==> config.mk <==
export PLATFORM = sky130hd
export DESIGN_NAME = vga_timing_gen_flat
export DESIGN_NICKNAME = d
export VERILOG_FILES = /design/src/rtl/vga_pkg.sv /design/src/rtl/vga_timing_gen_if.sv /design/src/rtl/vga_sync_delay.sv /design/src/rtl/vga_timing_gen.sv /design/src/flat_wrapper.sv
export SDC_FILE = /design/constraint.sdc
export NUM_CORES = 1
export LEC_CHECK = 0
export ABC_CLOCK_PERIOD_IN_PS = 4300
export CAP_MARGIN = 10
export CORE_ASPECT_RATIO = 0.75
export CORE_UTILIZATION = 50
export CTS_CLUSTER_SIZE = 20
export DETAILED_ROUTE_END_ITERATION = 7
export PLACE_DENSITY = 0.73
export SLEW_MARGIN = 10
export SYNTH_ARGS = -nofsm -noshare
export SYNTH_HDL_FRONTEND = slang
export SYNTH_SLANG_ARGS = --single-unit
export TNS_END_PERCENT = 30
==> constraint.sdc <==
create_clock -name pixel_clk -period 4.3 [get_ports pixel_clk]
set_input_delay 0.645 -clock pixel_clk [delete_from_list [all_inputs] [get_ports pixel_clk]]
set_output_delay 0.645 -clock pixel_clk [all_outputs]
set_load 0.05 [all_outputs]
==> src/rtl/vga_pkg.sv <==
// Shared VGA timing package: default 640x480@60 constants, total helpers and the
// display-stage bundle type carried through the sync/de delay line.
package vga_pkg;

  localparam int unsigned DEF_H_VIS  = 640;
  localparam int unsigned DEF_H_FP   = 16;
  localparam int unsigned DEF_H_SYNC = 96;
  localparam int unsigned DEF_H_BP   = 48;
  localparam int unsigned DEF_V_VIS  = 480;
  localparam int unsigned DEF_V_FP   = 10;
  localparam int unsigned DEF_V_SYNC = 2;
  localparam int unsigned DEF_V_BP   = 29;

  // Coordinates travel at this fixed width; the top zero-extends/truncates to WIDTH.
  localparam int unsigned MAX_WIDTH = 16;

  typedef logic [MAX_WIDTH-1:0] coord_t;

  typedef struct packed {
    logic   hs;
    logic   vs;
    logic   de;
    coord_t x;
    coord_t y;
    logic   ls;
    logic   fs;
  } vga_bundle_t;

  function automatic int unsigned h_total(int unsigned vis, int unsigned fp,
                                          int unsigned sync, int unsigned bp);
    return vis + fp + sync + bp;
  endfunction

  function automatic int unsigned v_total(int unsigned vis, int unsigned fp,
                                          int unsigned sync, int unsigned bp);
    return vis + fp + sync + bp;
  endfunction

endpackage

==> src/rtl/vga_timing_gen_if.sv <==
// Output bundle of vga_timing_gen: fetch address plus delayed sync/de/coordinates.
// frame_cnt is present only when VGA_TIMING_FRAME_CNT_EN is defined.
interface vga_timing_gen_if #(
  parameter int unsigned WIDTH = 11
) ();

  logic [WIDTH-1:0] fetch_x;
  logic [WIDTH-1:0] fetch_y;
  logic             fetch_valid;
  logic             hsync;
  logic             vsync;
  logic             de;
  logic [WIDTH-1:0] xpos;
  logic [WIDTH-1:0] ypos;
  logic             line_start;
  logic             frame_start;
`ifdef VGA_TIMING_FRAME_CNT_EN
  logic [15:0]      frame_cnt;
`endif

  modport master (
    output fetch_x, fetch_y, fetch_valid, hsync, vsync, de, xpos, ypos,
           line_start, frame_start
`ifdef VGA_TIMING_FRAME_CNT_EN
    , output frame_cnt
`endif
  );

  modport slave (
    input fetch_x, fetch_y, fetch_valid, hsync, vsync, de, xpos, ypos,
          line_start, frame_start
`ifdef VGA_TIMING_FRAME_CNT_EN
    , input frame_cnt
`endif
  );

endinterface

==> src/rtl/vga_sync_delay.sv <==
// LATENCY-stage, ce-gated shift register for the display bundle; async reset
// loads every stage with the inactive bundle so outputs go idle immediately.
module vga_sync_delay
  import vga_pkg::*;
#(
  parameter int unsigned LATENCY = 2,
  parameter vga_bundle_t IDLE    = '0
) (
  input  logic        pixel_clk,
  input  logic        rst_n,
  input  logic        ce,
  input  vga_bundle_t d,
  output vga_bundle_t q
);

  vga_bundle_t stage_q [LATENCY];

  always_ff @(posedge pixel_clk or negedge rst_n) begin
    if (!rst_n) begin
      for (int unsigned i = 0; i < LATENCY; i++) begin
        stage_q[i] <= IDLE;
      end
    end else if (ce) begin
      stage_q[0] <= d;
      for (int unsigned i = 1; i < LATENCY; i++) begin
        stage_q[i] <= stage_q[i-1];
      end
    end
  end

  assign q = stage_q[LATENCY-1];

endmodule

==> src/rtl/vga_timing_gen.sv <==
// Parametrised VGA raster timing generator with early fetch address and a
// LATENCY-deep registered display stage. Optional frame counter: VGA_TIMING_FRAME_CNT_EN.
module vga_timing_gen
  import vga_pkg::*;
#(
  parameter int unsigned H_VIS   = DEF_H_VIS,
  parameter int unsigned H_FP    = DEF_H_FP,
  parameter int unsigned H_SYNC  = DEF_H_SYNC,
  parameter int unsigned H_BP    = DEF_H_BP,
  parameter int unsigned V_VIS   = DEF_V_VIS,
  parameter int unsigned V_FP    = DEF_V_FP,
  parameter int unsigned V_SYNC  = DEF_V_SYNC,
  parameter int unsigned V_BP    = DEF_V_BP,
  parameter bit          HS_POL  = 1'b0,
  parameter bit          VS_POL  = 1'b0,
  parameter int unsigned LATENCY = 2,
  parameter int unsigned WIDTH   = 11
) (
  input  logic              pixel_clk,
  input  logic              rst_n,
  input  logic              ce,
  vga_timing_gen_if.master  vga
);

  localparam int unsigned H_TOTAL = h_total(H_VIS, H_FP, H_SYNC, H_BP);
  localparam int unsigned V_TOTAL = v_total(V_VIS, V_FP, V_SYNC, V_BP);

  localparam logic [WIDTH-1:0] H_LAST = WIDTH'(H_TOTAL - 1);
  localparam logic [WIDTH-1:0] V_LAST = WIDTH'(V_TOTAL - 1);

  // One extra bit so a region ending exactly at 2^WIDTH still compares correctly.
  localparam logic [WIDTH:0] H_VIS_E    = (WIDTH+1)'(H_VIS);
  localparam logic [WIDTH:0] HS_START_E = (WIDTH+1)'(H_VIS + H_FP);
  localparam logic [WIDTH:0] HS_END_E   = (WIDTH+1)'(H_VIS + H_FP + H_SYNC);
  localparam logic [WIDTH:0] V_VIS_E    = (WIDTH+1)'(V_VIS);
  localparam logic [WIDTH:0] VS_START_E = (WIDTH+1)'(V_VIS + V_FP);
  localparam logic [WIDTH:0] VS_END_E   = (WIDTH+1)'(V_VIS + V_FP + V_SYNC);

  localparam vga_bundle_t IDLE = '{hs: !HS_POL, vs: !VS_POL, de: 1'b0, x: '0, y: '0,
                                   ls: 1'b0, fs: 1'b0};

  logic [WIDTH-1:0] h_cnt_q, h_cnt_d;
  logic [WIDTH-1:0] v_cnt_q, v_cnt_d;
  logic [WIDTH:0]   h_ext, v_ext;
  logic             h_vis, v_vis, vis;
  logic             hs_act, vs_act;
  vga_bundle_t      fetch_b, disp_b;

  always_comb begin
    h_cnt_d = h_cnt_q;
    v_cnt_d = v_cnt_q;
    if (ce) begin
      if (h_cnt_q == H_LAST) begin
        h_cnt_d = '0;
        v_cnt_d = (v_cnt_q == V_LAST) ? '0 : v_cnt_q + WIDTH'(1);
      end else begin
        h_cnt_d = h_cnt_q + WIDTH'(1);
      end
    end
  end

  always_ff @(posedge pixel_clk or negedge rst_n) begin
    if (!rst_n) begin
      h_cnt_q <= '0;
      v_cnt_q <= '0;
    end else begin
      h_cnt_q <= h_cnt_d;
      v_cnt_q <= v_cnt_d;
    end
  end

  assign h_ext  = {1'b0, h_cnt_q};
  assign v_ext  = {1'b0, v_cnt_q};
  assign h_vis  = h_ext < H_VIS_E;
  assign v_vis  = v_ext < V_VIS_E;
  assign vis    = h_vis && v_vis;
  assign hs_act = (h_ext >= HS_START_E) && (h_ext < HS_END_E);
  assign vs_act = (v_ext >= VS_START_E) && (v_ext < VS_END_E);

  always_comb begin
    fetch_b    = IDLE;
    fetch_b.hs = hs_act ? HS_POL : !HS_POL;
    fetch_b.vs = vs_act ? VS_POL : !VS_POL;
    fetch_b.de = vis;
    fetch_b.x  = vis ? coord_t'(h_cnt_q) : '0;
    fetch_b.y  = vis ? coord_t'(v_cnt_q) : '0;
    fetch_b.ls = (h_cnt_q == '0);
    fetch_b.fs = (h_cnt_q == '0) && (v_cnt_q == '0);
  end

  assign vga.fetch_x     = h_cnt_q;
  assign vga.fetch_y     = v_cnt_q;
  assign vga.fetch_valid = vis && rst_n;

  vga_sync_delay #(
    .LATENCY (LATENCY),
    .IDLE    (IDLE)
  ) u_sync_delay (
    .pixel_clk (pixel_clk),
    .rst_n     (rst_n),
    .ce        (ce),
    .d         (fetch_b),
    .q         (disp_b)
  );

  assign vga.hsync       = disp_b.hs;
  assign vga.vsync       = disp_b.vs;
  assign vga.de          = disp_b.de;
  assign vga.xpos        = disp_b.x[WIDTH-1:0];
  assign vga.ypos        = disp_b.y[WIDTH-1:0];
  assign vga.line_start  = disp_b.ls;
  assign vga.frame_start = disp_b.fs;

  // Coordinates above WIDTH are always zero; fold them so they are not dangling.
  logic unused_coord_hi;
  assign unused_coord_hi = ^{disp_b.x, disp_b.y};

`ifdef VGA_TIMING_FRAME_CNT_EN
  logic [15:0] frame_cnt_q;

  always_ff @(posedge pixel_clk or negedge rst_n) begin
    if (!rst_n) begin
      frame_cnt_q <= '0;
    end else if (ce && disp_b.fs) begin
      frame_cnt_q <= frame_cnt_q + 16'd1;
    end
  end

  assign vga.frame_cnt = frame_cnt_q;
`endif

endmodule

==> src/flat_wrapper.sv <==
// flat-port wrapper written by rule: the top's interface ports become plain ports
module vga_timing_gen_flat import vga_pkg::*;
#(
  parameter int unsigned H_VIS   = DEF_H_VIS,
  parameter int unsigned H_FP    = DEF_H_FP,
  parameter int unsigned H_SYNC  = DEF_H_SYNC,
  parameter int unsigned H_BP    = DEF_H_BP,
  parameter int unsigned V_VIS   = DEF_V_VIS,
  parameter int unsigned V_FP    = DEF_V_FP,
  parameter int unsigned V_SYNC  = DEF_V_SYNC,
  parameter int unsigned V_BP    = DEF_V_BP,
  parameter bit          HS_POL  = 1'b0,
  parameter bit          VS_POL  = 1'b0,
  parameter int unsigned LATENCY = 2,
  parameter int unsigned WIDTH   = 11
)
  (pixel_clk, rst_n, ce, vga_fetch_x, vga_fetch_y, vga_fetch_valid, vga_hsync, vga_vsync, vga_de, vga_xpos, vga_ypos, vga_line_start, vga_frame_start);
  vga_timing_gen_if #(.WIDTH(WIDTH)) vga_i ();
  input  logic pixel_clk;
  input  logic rst_n;
  input  logic ce;
  output wire logic [$bits(vga_i.fetch_x)-1:0] vga_fetch_x;
  output wire logic [$bits(vga_i.fetch_y)-1:0] vga_fetch_y;
  output wire logic [$bits(vga_i.fetch_valid)-1:0] vga_fetch_valid;
  output wire logic [$bits(vga_i.hsync)-1:0] vga_hsync;
  output wire logic [$bits(vga_i.vsync)-1:0] vga_vsync;
  output wire logic [$bits(vga_i.de)-1:0] vga_de;
  output wire logic [$bits(vga_i.xpos)-1:0] vga_xpos;
  output wire logic [$bits(vga_i.ypos)-1:0] vga_ypos;
  output wire logic [$bits(vga_i.line_start)-1:0] vga_line_start;
  output wire logic [$bits(vga_i.frame_start)-1:0] vga_frame_start;
  assign vga_fetch_x = vga_i.fetch_x;
  assign vga_fetch_y = vga_i.fetch_y;
  assign vga_fetch_valid = vga_i.fetch_valid;
  assign vga_hsync = vga_i.hsync;
  assign vga_vsync = vga_i.vsync;
  assign vga_de = vga_i.de;
  assign vga_xpos = vga_i.xpos;
  assign vga_ypos = vga_i.ypos;
  assign vga_line_start = vga_i.line_start;
  assign vga_frame_start = vga_i.frame_start;
  vga_timing_gen #(.H_VIS(H_VIS), .H_FP(H_FP), .H_SYNC(H_SYNC), .H_BP(H_BP), .V_VIS(V_VIS), .V_FP(V_FP), .V_SYNC(V_SYNC), .V_BP(V_BP), .HS_POL(HS_POL), .VS_POL(VS_POL), .LATENCY(LATENCY), .WIDTH(WIDTH)) u_core (.pixel_clk(pixel_clk), .rst_n(rst_n), .ce(ce), .vga(vga_i));
endmodule
==> impl_metrics.yaml <==
critical_path:
  worstSetupEndpointType: "output pin"
  r2r_cells: 5
  critPathMaxFanout: 9
  critPathKind: "flop to output pin"
  timing.critical_path.to: "vga_fetch_valid"
  worstPathArrival_ns: 2.22
  r2r_end: "u_core.vga.fetch_y[4]"
  ff2ff_setup_slack_ns: 2.15
  required_ns: 3.65
  setup.worst_path.start: "u_core.vga.fetch_x[8]"
  cp-start-kind: "flop"
  worstReg2RegStart: "u_core.vga.fetch_x[1]"
clock_tree:
  cts_root_buffer: "clkbuf_8"
  cts_buffer_depth: 2
  cts_setup_buffers: 0
  clk_latency_ns: 0.36
  hold_buffers: 0
  path_clk_slew_ns: 0.09
  cts.sinks: 76
  cts_buffers: 9
  tritoncts: "done"
  htree_num_levels: 3
  cts_resized: 0
synth:
  yosysTopAreaCellShare_pct: 53.1
  syn_area_um2: 3400
  synth_edf_count: 0
  yosysMostFrequentCell: "dfrtp_1"
  synth.distinct_cells: 44
  netlist_instances: 276
  ys_warn_count: 0
  synth.avg_cell_area_um2: 12.3
  synth_top_area_cell: "dfrtp_1"
  yosysSeqAreaShare_pct: 56.2
  syn_nets: 283
  synthFlopType: "dfrtp_1"
  synthTopCellsByArea: "dfrtp_1 (53%), mux2_2 (9.0%), a22o_1 (4.9%), buf_4 (4.9%), dfstp_2 (3.1%)"
  synth-async-reset-ratio_pct: 100
  ys_ff_latch: 76
  yosys-top-cells-count: "dfrtp_1 (72), mux2_2 (27), buf_4 (22)"
routing:
  drt_pass1_iterations: 4
  drtAntennaViolNets: 0
  post_drt_wl_per_cell_um: 16.4
  drcViolationCount: 0
  vias: 2129
  dr.first_iter.drc_count: 102
  routed_via_density: 5.52
  drt_wl_total_um: 6330
floorplan:
  io_pins: 53
  die_area_um2: 7130
  fp.coreArea_um2: 6440
  num_rows: 25
  start_util_pct: 52.7
  die_y_um: 73.4
  die_x_um: 97.2
power_and_ir_drop:
  ir_drop_mv: 0.185
  power_density_nw_per_um2: 488
  p_leak_uw: 0.00179
global_routing:
  antenna_found_initial: 0
  grt_usage_pct: 19.3
  gr-total-overflow: 0
  grt_first_pass_wirelength_um: 10400
  grt_max_degree: 62
  grt_pass1_vias: 2054
timing:
  final-hold-violation-count: 0
  worst_slack_ns: 1.43
  drv_slew: 0
  tightestPinTransition_ns: 0.753
  clock.fmax_mhz: 349
  slew_headroom_pct: 49.8
  finalCriticalPeriod_ns: 2.87
  setup_viol: 0
  fin_tns_setup_ns: 0
  grt_setup_unrepaired: "no"
  skew_ns: 0.0106
  fin_crit_sh_pct: 66.7
layout:
  multi_input_area_um2: 1190
  synthToLayoutAreaGrowth_pct: 16.7
  antenna-diode-count: 0
  register_area_um2: 1910
  drive_gt1_share_pct: 19.3
  n_fill_cell: 516
  nets: 307
job:
  drv_cap: 0
place:
  gp_congestion: 0.828
  port-buffer-count: 52
  dp_hpwl_um: 4190
  dp_slack_ns: 1.77
hold_path:
  hold_path.class: "input port to asynchronous set/reset pin"
run_status:
  status: "complete, no violations"
-- metrics by stage --
| step | cell area (um^2) | util (%) | total power (uW) | instances | hold slack (ns) |
|---|---|---|---|---|---|
| after CTS | 3960 | 61.5 | 1950 | 386 | 0.125 |
| after floorplan | 3400 | - | 1270 | 276 | 0.349 |
| final | 3960 | 61.5 | 1930 | 386 | 0.131 |
| after detailed placement | 3760 | 58.3 | 1390 | 370 | 0.469 |
| after global routing | 3960 | 61.5 | 2020 | 386 | 0.124 |
| after global placement | 3760 | 58.3 | 1380 | 370 | 0.461 |
-- cell type report --
cell class / instances / area share, %
Clock buffer: 9 / 3.13
Inverter: 7 / 0.663
Multi-Input combinational cell: 152 / 30.2
Clock inverter: 7 / 2.02
Sequential cell: 76 / 48.1
Timing Repair Buffer: 54 / 13.3
Tap cell: 81 / 2.56
-- registers in the layout (all words and copies together), names as in the netlist --
signal                       cells
u_core.u_sync_delay.q           27
u_core.vga.fetch_x              11
u_core.u_sync_delay.stage_q     27
u_core.vga.fetch_y              11
-- placed cells by master, fill, tap and decap left out, types with 2 or more instances in the layout --
master and n:
inv_6 3, and2_1 3, nand4_1 10, dfrtp_1 72, a31oi_1 3, xor2_1 5, nor2_1 12, dfstp_2 4
nor2b_1 4, clkbuf_8 9, o21ai_2 2, nand2_1 10, a22o_1 19, inv_1 7, clkdlybuf4s50_1 50, a21oi_1 2
xnor2_1 8, nor4_1 2, and3_1 2, nor3_1 6, ha_1 4, buf_4 3, nand3_1 9, or3_1 2
o21ai_0 6, mux2_2 27
-- layer usage --
| layer | vias up | GRT usage [%] | part of all wire (%) |
|---|---|---|---|
| met2 | 43 | 28.9 | 44 |
| met3 | 12 | 5.61 | 3.5 |
| met4 | 0 | 8.13 | 1.7 |
| li1 | 1004 | - | - |
| met1 | 1070 | 26.4 | 51 |
| met5 | - | 0 | 0 |
-- how the worst min path moves through the flow --
stage / startpoint / end / depth (start not counted)
floorplan: rst_n / u_core.u_sync_delay.q[0] / 0
global placement: u_core.u_sync_delay.stage_q[71] / u_core.u_sync_delay.stage_q[71] / 1
detailed placement: u_core.u_sync_delay.stage_q[71] / u_core.u_sync_delay.stage_q[71] / 1
CTS: rst_n / u_core.u_sync_delay.q[22] / 1
finish: rst_n / u_core.u_sync_delay.q[22] / 1
global route: rst_n / u_core.u_sync_delay.q[22] / 1
-- report_power, final --
| part | internal (uW) | switching, uW | total [uW] | leakage (uW) |
|---|---|---|---|---|
| registers | 794 | 102 | 896 | 0.000978 |
| clock network | 277 | 284 | 561 | 0.000103 |
| logic | 174 | 302 | 477 | 0.000705 |
| total | 1250 | 689 | 1930 | 0.00179 |
-- kinds of logic after synthesis --
group	share of synthesized area, %
simple gates	11.9
mux	9.25
xor+xnor	3.35
buf+inv	8.66
fa+ha+maj	1.47
flops	56.2
compound gates	9.18
-- critical path, stage by stage, from the launching register on --
cell,delay (ns)
dfrtp_1,0.49
o21ai_0,0.20
and3_1,0.19
and2_1,0.17
clkdlybuf4s50_1,0.81
No activity file was read; power rests on OpenSTA's default activity.
